==> config.mk <==
export PLATFORM = sky130hd
export DESIGN_NAME = adaptive_thresh_hyst
export DESIGN_NICKNAME = d
export VERILOG_FILES = /design/src/rtl/adaptive_thresh_hyst.sv
export SDC_FILE = /design/constraint.sdc
export NUM_CORES = 1
export LEC_CHECK = 0
export ABC_CLOCK_PERIOD_IN_PS = 5700
export CORE_ASPECT_RATIO = 1.25
export CORE_MARGIN = 5
export CORE_UTILIZATION = 54
export CTS_CLUSTER_DIAMETER = 50
export CTS_CLUSTER_SIZE = 14
export DETAILED_ROUTE_END_ITERATION = 10
export PLACE_DENSITY_LB_ADDON = 0.12
export SKIP_LAST_GASP = 1
export SLEW_MARGIN = 10
export SYNTH_ARGS = -nofsm -noshare
export SYNTH_HDL_FRONTEND = slang
export SYNTH_SLANG_ARGS = --single-unit
==> constraint.sdc <==
create_clock -name clk -period 5.7 [get_ports clk]
set_clock_uncertainty 0.05 [all_clocks]
set_input_delay 0.855 -clock clk [delete_from_list [all_inputs] [get_ports clk]]
set_output_delay 0.855 -clock clk [all_outputs]
set_load 0.01 [all_outputs]
==> src/rtl/adaptive_thresh_hyst.sv <==
// adaptive_thresh_hyst
//   Streaming per-pixel adaptive binariser. It keeps a running exponential
//   mean of the pixel stream and flags pixels that sit beyond a runtime offset
//   from that mean. A hysteresis band decides when the flag releases. The mean
//   is reseeded on every start-of-frame, and decisions stay forced low for a
//   warm-up window of WARMUP valid pixels (the SOF pixel is index 0).
//
// Parameters
//   DW      pixel / mean / offset / hysteresis width
//   K       EMA shift; accumulator is DW+K bits, time constant 2^K pixels
//   WARMUP  valid pixels after SOF with decisions suppressed (>= 1)
//
// Ports
//   clk       clock
//   rst_n     synchronous active-low reset
//   i_vld     pixel valid; nothing advances while low
//   i_sof     start of frame, qualified by i_vld
//   i_pix     pixel value
//   i_mode    0 = flag bright, 1 = flag dark; latched on the SOF pixel
//   i_offset  threshold distance from the mean (live)
//   i_hyst    hysteresis band width (live)
//   o_vld     i_vld delayed by one cycle
//   o_flag    binarised decision for the pixel
//   o_mean    mean used for that pixel's decision
//   o_warm    1 while decisions are suppressed
module adaptive_thresh_hyst #(
    parameter int DW     = 8,
    parameter int K      = 8,
    parameter int WARMUP = 16
) (
    input  logic          clk,
    input  logic          rst_n,
    input  logic          i_vld,
    input  logic          i_sof,
    input  logic [DW-1:0] i_pix,
    input  logic          i_mode,
    input  logic [DW-1:0] i_offset,
    input  logic [DW-1:0] i_hyst,
    output logic          o_vld,
    output logic          o_flag,
    output logic [DW-1:0] o_mean,
    output logic          o_warm
);

    localparam logic [1:0] S_IDLE = 2'd0;
    localparam logic [1:0] S_WARM = 2'd1;
    localparam logic [1:0] S_RUN  = 2'd2;

    localparam int          CW     = $clog2(WARMUP + 1);
    localparam logic [CW-1:0] CNT_END = CW'(WARMUP);
    localparam logic [CW-1:0] CNT_ONE = CW'(1);
    // A one-pixel warm-up means the SOF pixel alone is suppressed.
    localparam logic [1:0] S_AFTER_SOF = (WARMUP <= 1) ? S_RUN : S_WARM;

    logic [DW+K-1:0] r_acc;
    logic [1:0]      r_state;
    logic [CW-1:0]   r_cnt;
    logic            r_mode;
    logic            r_vld;
    logic            r_flag;
    logic [DW-1:0]   r_mean;
    logic            r_warm;

    logic [DW-1:0]   w_mean;
    logic [DW+K-1:0] w_acc_nxt;
    logic [CW-1:0]   w_cnt_nxt;
    logic [DW-1:0]   w_hi_b, w_lo_b, w_lo_d, w_hi_d;
    logic [DW-1:0]   w_hi, w_lo;
    logic            w_set, w_clr, w_flag_nxt;

    // Clamp a DW+2 bit two's-complement intermediate to [0, 2^DW-1].
    // Operands never exceed 2*(2^DW-1), so bit DW flags an overflow and
    // bit DW+1 flags a negative result.
    function automatic logic [DW-1:0] sat(input logic [DW+1:0] v);
        if (v[DW+1])
            return '0;
        else if (v[DW])
            return '1;
        else
            return v[DW-1:0];
    endfunction

    assign w_mean    = r_acc[DW+K-1:K];
    // acc >= mean<<K always holds, so this cannot wrap.
    assign w_acc_nxt = r_acc + {{K{1'b0}}, i_pix} - {{K{1'b0}}, w_mean};
    assign w_cnt_nxt = r_cnt + CNT_ONE;

    always_comb begin
        w_hi_b = sat({2'b00, w_mean} + {2'b00, i_offset});
        w_lo_b = sat({2'b00, w_hi_b} - {2'b00, i_hyst});
        w_lo_d = sat({2'b00, w_mean} - {2'b00, i_offset});
        w_hi_d = sat({2'b00, w_lo_d} + {2'b00, i_hyst});
        w_hi   = r_mode ? w_hi_d : w_hi_b;
        w_lo   = r_mode ? w_lo_d : w_lo_b;
        w_set  = r_mode ? (i_pix < w_lo) : (i_pix > w_hi);
        w_clr  = r_mode ? (i_pix > w_hi) : (i_pix < w_lo);
        w_flag_nxt = r_flag ? !w_clr : w_set;
    end

    always_ff @(posedge clk) begin
        if (!rst_n) begin
            r_acc   <= '0;
            r_state <= S_IDLE;
            r_cnt   <= '0;
            r_mode  <= 1'b0;
            r_vld   <= 1'b0;
            r_flag  <= 1'b0;
            r_mean  <= '0;
            r_warm  <= 1'b1;
        end else begin
            r_vld <= i_vld;
            if (i_vld) begin
                if (i_sof) begin
                    r_acc   <= {i_pix, {K{1'b0}}};
                    r_state <= S_AFTER_SOF;
                    r_cnt   <= CNT_ONE;
                    r_mode  <= i_mode;
                    r_flag  <= 1'b0;
                    r_mean  <= i_pix;
                    r_warm  <= 1'b1;
                end else begin
                    r_acc  <= w_acc_nxt;
                    r_mean <= w_mean;
                    case (r_state)
                        S_RUN: begin
                            r_flag <= w_flag_nxt;
                            r_warm <= 1'b0;
                        end
                        S_WARM: begin
                            r_flag <= 1'b0;
                            r_warm <= 1'b1;
                            r_cnt  <= w_cnt_nxt;
                            if (w_cnt_nxt == CNT_END)
                                r_state <= S_RUN;
                        end
                        default: begin
                            r_flag <= 1'b0;
                            r_warm <= 1'b1;
                        end
                    endcase
                end
            end
        end
    end

    assign o_vld  = r_vld;
    assign o_flag = r_flag;
    assign o_mean = r_mean;
    assign o_warm = r_warm;

endmodule

==> key figures <==
Floorplanning
  – Die area: ~10000 um^2
  – Row count: 37
  – Core area: 8194 um^2
  – Initial Utilization: 0.5528
  – I/O pins: 40
  – Vert. Die Dim: approximately 110 um
  – Die X: 91.92 um

STA
  – Slew Limit Fails: 0
  – Period utilisation layout: 0.9714
  – Final setup margin: approximately 0.16 ns
  – Final setup fails: 0
  – Worst-Margin Slew: ~0.8 ns
  – Post-route minimum period: around 5.5 ns
  – Max_slew headroom: 0.4570
  – Fmax: approximately 180 MHz
  – Final Hold Fails: 0

Critical path
  – Worst setup SP type: input pin
  – Worst R2R Start: r_acc[10]
  – Worst reg2reg path depth: 22
  – CP Data Required Time: just under 6 ns
  – WP data arrival: roughly 5.7 ns
  – Crit. End Element: flip-flop
  – Crit path max fanout: 3
  – Reg2reg setup slack: 0.59 ns
  – Crit path kind: in2reg
  – R2R Path End: o_flag

Finish
  – Final #Nets: 803
  – Fraction of layout cells with a size suffix above 1: 0.1817
  – Antenna cell count: 0
  – P&R area growth vs syn: 28.78%
  – Fin cells: approximately 800

Global routing
  – Initial antenna violation count: 0
  – All-Layer GR Usage: 0.2647
  – First-pass GRT wire length: around 22000 um
  – Largest net degree at the start of global routing: between 40 and 50
  – Global route total overflow: 0
  – Number of global-route vias before repair: approximately 4800

Pwr
  – Static Leak: between 2 and 3 nW
  – Power, Total: approximately 2.6 mW
  – Pwr Density: between 400 and 500 nW/um^2
  – Max VDD drop: between 0.3 and 0.4 mV

Clock tree
  – Clock root buffer master: clkbuf_8
  – Clock buffer depth: 2
  – Clk pin slew, worst setup/hold paths: ~0.070 ns
  – Sinks on Clock Net: 35
  – Clk_lat worst skew: around 0.30 ns
  – CTS tree: built
  – Hold-fix buffers, CTS: 0
  – TritonCTS buffer count: 5
  – H-tree levels: 2

Yosys
  – #FFs+latches synth: 35
  – Count leader, synth: inv_1
  – Top_reg_cell synth: dfxtp_1
  – Cell area after synthesis: around 4500 um^2
  – Post-synthesis cell count: between 500 and 600
  – Area contributors post-synth: ha_1 (18%), dfxtp_1 (15%), inv_1 (5.8%)
  – Synth Warn #: 0
  – Seq/Total Area, Yosys: 0.1547
  – EDFF count, synth: 0
  – Distinct cells, synth: 63
  – Synth top area share: 0.1768
  – Syn nets: around 700
  – Top post-synthesis cells by count: inv_1 (70), ha_1 (64), nor2_1 (55), a21oi_1 (45)
  – Post-synth ARST share: 0
  – Post-synth top area cell: ha_1
  – Syn_area_per_cell: approximately 7.6 um^2

Drt
  – Initial DRT Pass Iterations: 5
  – Final antenna-violating net count: 0
  – DRT iter0 DRCs: about 120
  – DR vias: 4754
  – Final WL: roughly 14000 um
  – DR DRC count: 0
  – Vias per cell: ~6
  – Drt wl/cell: 17.16 um

Placement
  – Placed Cells: roughly 780
  – Gpl congestion: roughly 0.97
  – Post-DP HPWL: roughly 11000 um
  – Post-Place Setup Slack: -0.5269 ns
  – I/O Buffers: 39

Run
  – Max-cap violations: 0

Worst hold path
  – Hold path startpoint: r_acc[4]
  – WHS Endpoint: r_acc[4]
  – Hold Path Depth: 2
  – HP Class: reg2reg

Outcome
  – Status: complete, no violations
-- registers in the layout, summed over array words and instances (netlist names) --
name     count
r_mode       1
o_mean       8
o_warm       1
r_acc       16
r_state      2
o_vld        1
r_cnt        5
o_flag       1
-- where the power goes --
part	leakage, nW	internal, mW	switching (mW)
logic	2.28	0.983	1.05
registers	0.288	0.280	0.0504
clock network	0.0654	0.175	0.0989
-- repair_timing --
| item | 4_1_cts | 5_1_grt |
|---|---|---|
| setup buffers | 7 | 3 |
| pin swaps | 12 | 15 |
| setup endpoints to repair | 1 | 1 |
| gates resized for setup | 10 | 31 |
-- kinds of logic (layout without fill, tap and decap cells) --
family | Yosys count | after routing | synth area share
buf+inv | 91 | 193 | 0.07790
simple gates | 185 | 185 | 0.2055
fa+ha+maj | 76 | 76 | 0.2298
xor+xnor | 27 | 27 | 0.05221
mux | 10 | 10 | 0.02265
compound gates | 173 | 173 | 0.2572
flops | 35 | 35 | 0.1547
-- per-layer routing --
layer / GRT usage / vias up / part of all wire / wire (um)
li1: - / 2329 / - / -
met2: 0.4815 / 158 / 0.52 / 7158
met4: 0.1863 / 0 / 0.062 / 848
met1: 0.2788 / 2218 / 0.37 / 5009
met5: 0 / - / 0 / 0
met3: 0.03284 / 49 / 0.047 / 647
-- worst max-delay path, stage by stage --
cell	delay, ns
dlygate4sd2_1	0.25
ha_2	0.20
fa_2	0.40
nand2b_1	0.10
a21oi_2	0.07
o31a_1	0.27
nor2_2	0.14
o311a_4	0.21
buf_4	0.11
buf_4	0.10
nand2_1	0.07
ha_1	0.30
or3_1	0.34
o21ai_0	0.09
a21oi_1	0.07
and4_1	0.22
or4_4	0.51
o21ai_2	0.07
ha_1	0.25
and4_4	0.16
a211o_1	0.31
or4_1	0.42
nor2_1	0.11
a2111o_1	0.10
-- cell usage in the layout, fill, tap and decap left out, types with 6 or more instances in the layout --
cell	instances
a211oi_1	8
a21o_1	7
a21oi_1	41
a22oi_1	6
a31oi_1	8
and2_1	6
buf_4	74
clkdlybuf4s50_1	36
dfxtp_1	35
fa_1	8
ha_1	56
inv_1	69
mux2i_1	8
nand2_1	35
nand2b_1	20
nand3_1	13
nor2_1	54
nor2b_1	10
nor3_1	8
o211ai_1	9
o21a_1	9
o21ai_0	25
o21bai_1	6
o22ai_1	10
xnor2_1	14
xor2_1	13
-- final cells by class --
class / instances / area [um^2]
clock buffer: 6 / 72.57
multi-input combinational: 471 / 3655
tap: 97 / 121.4
fill: 705 / 2361
timing repair buffer: 114 / 957.2
inverter: 71 / 266.5
clock inverter: 2 / 60.06
sequential: 35 / 700.7
-- worst max-delay path by stage --
stage | start | endpoint | slack, ns | depth (start not counted)
2_1_floorplan | i_offset[0] | o_flag | 0.26 | 22
3_3_place_gp | i_offset[0] | o_flag | -0.42 | 22
3_5_place_dp | i_offset[0] | o_flag | -0.53 | 23
4_1_cts | i_offset[1] | o_flag | 0.02 | 24
5_1_grt | i_offset[4] | o_flag | -0.03 | 24
6_report | i_offset[0] | o_flag | 0.16 | 24
-- per-stage QoR --
stage	hold WS (ns)	util	TNS, ns	cell area [um^2]
after global placement	0.4000	0.6642	-0.4205	5443
after CTS	0.4167	0.6900	0	5654
final	0.4119	0.7119	0	5833
after floorplan	0.3909	-	0	4529
after detailed placement	0.4053	0.6642	-0.5269	5443
after global routing	0.4379	0.7119	-0.03062	5833
No activity file was read; power rests on OpenSTA's default activity.
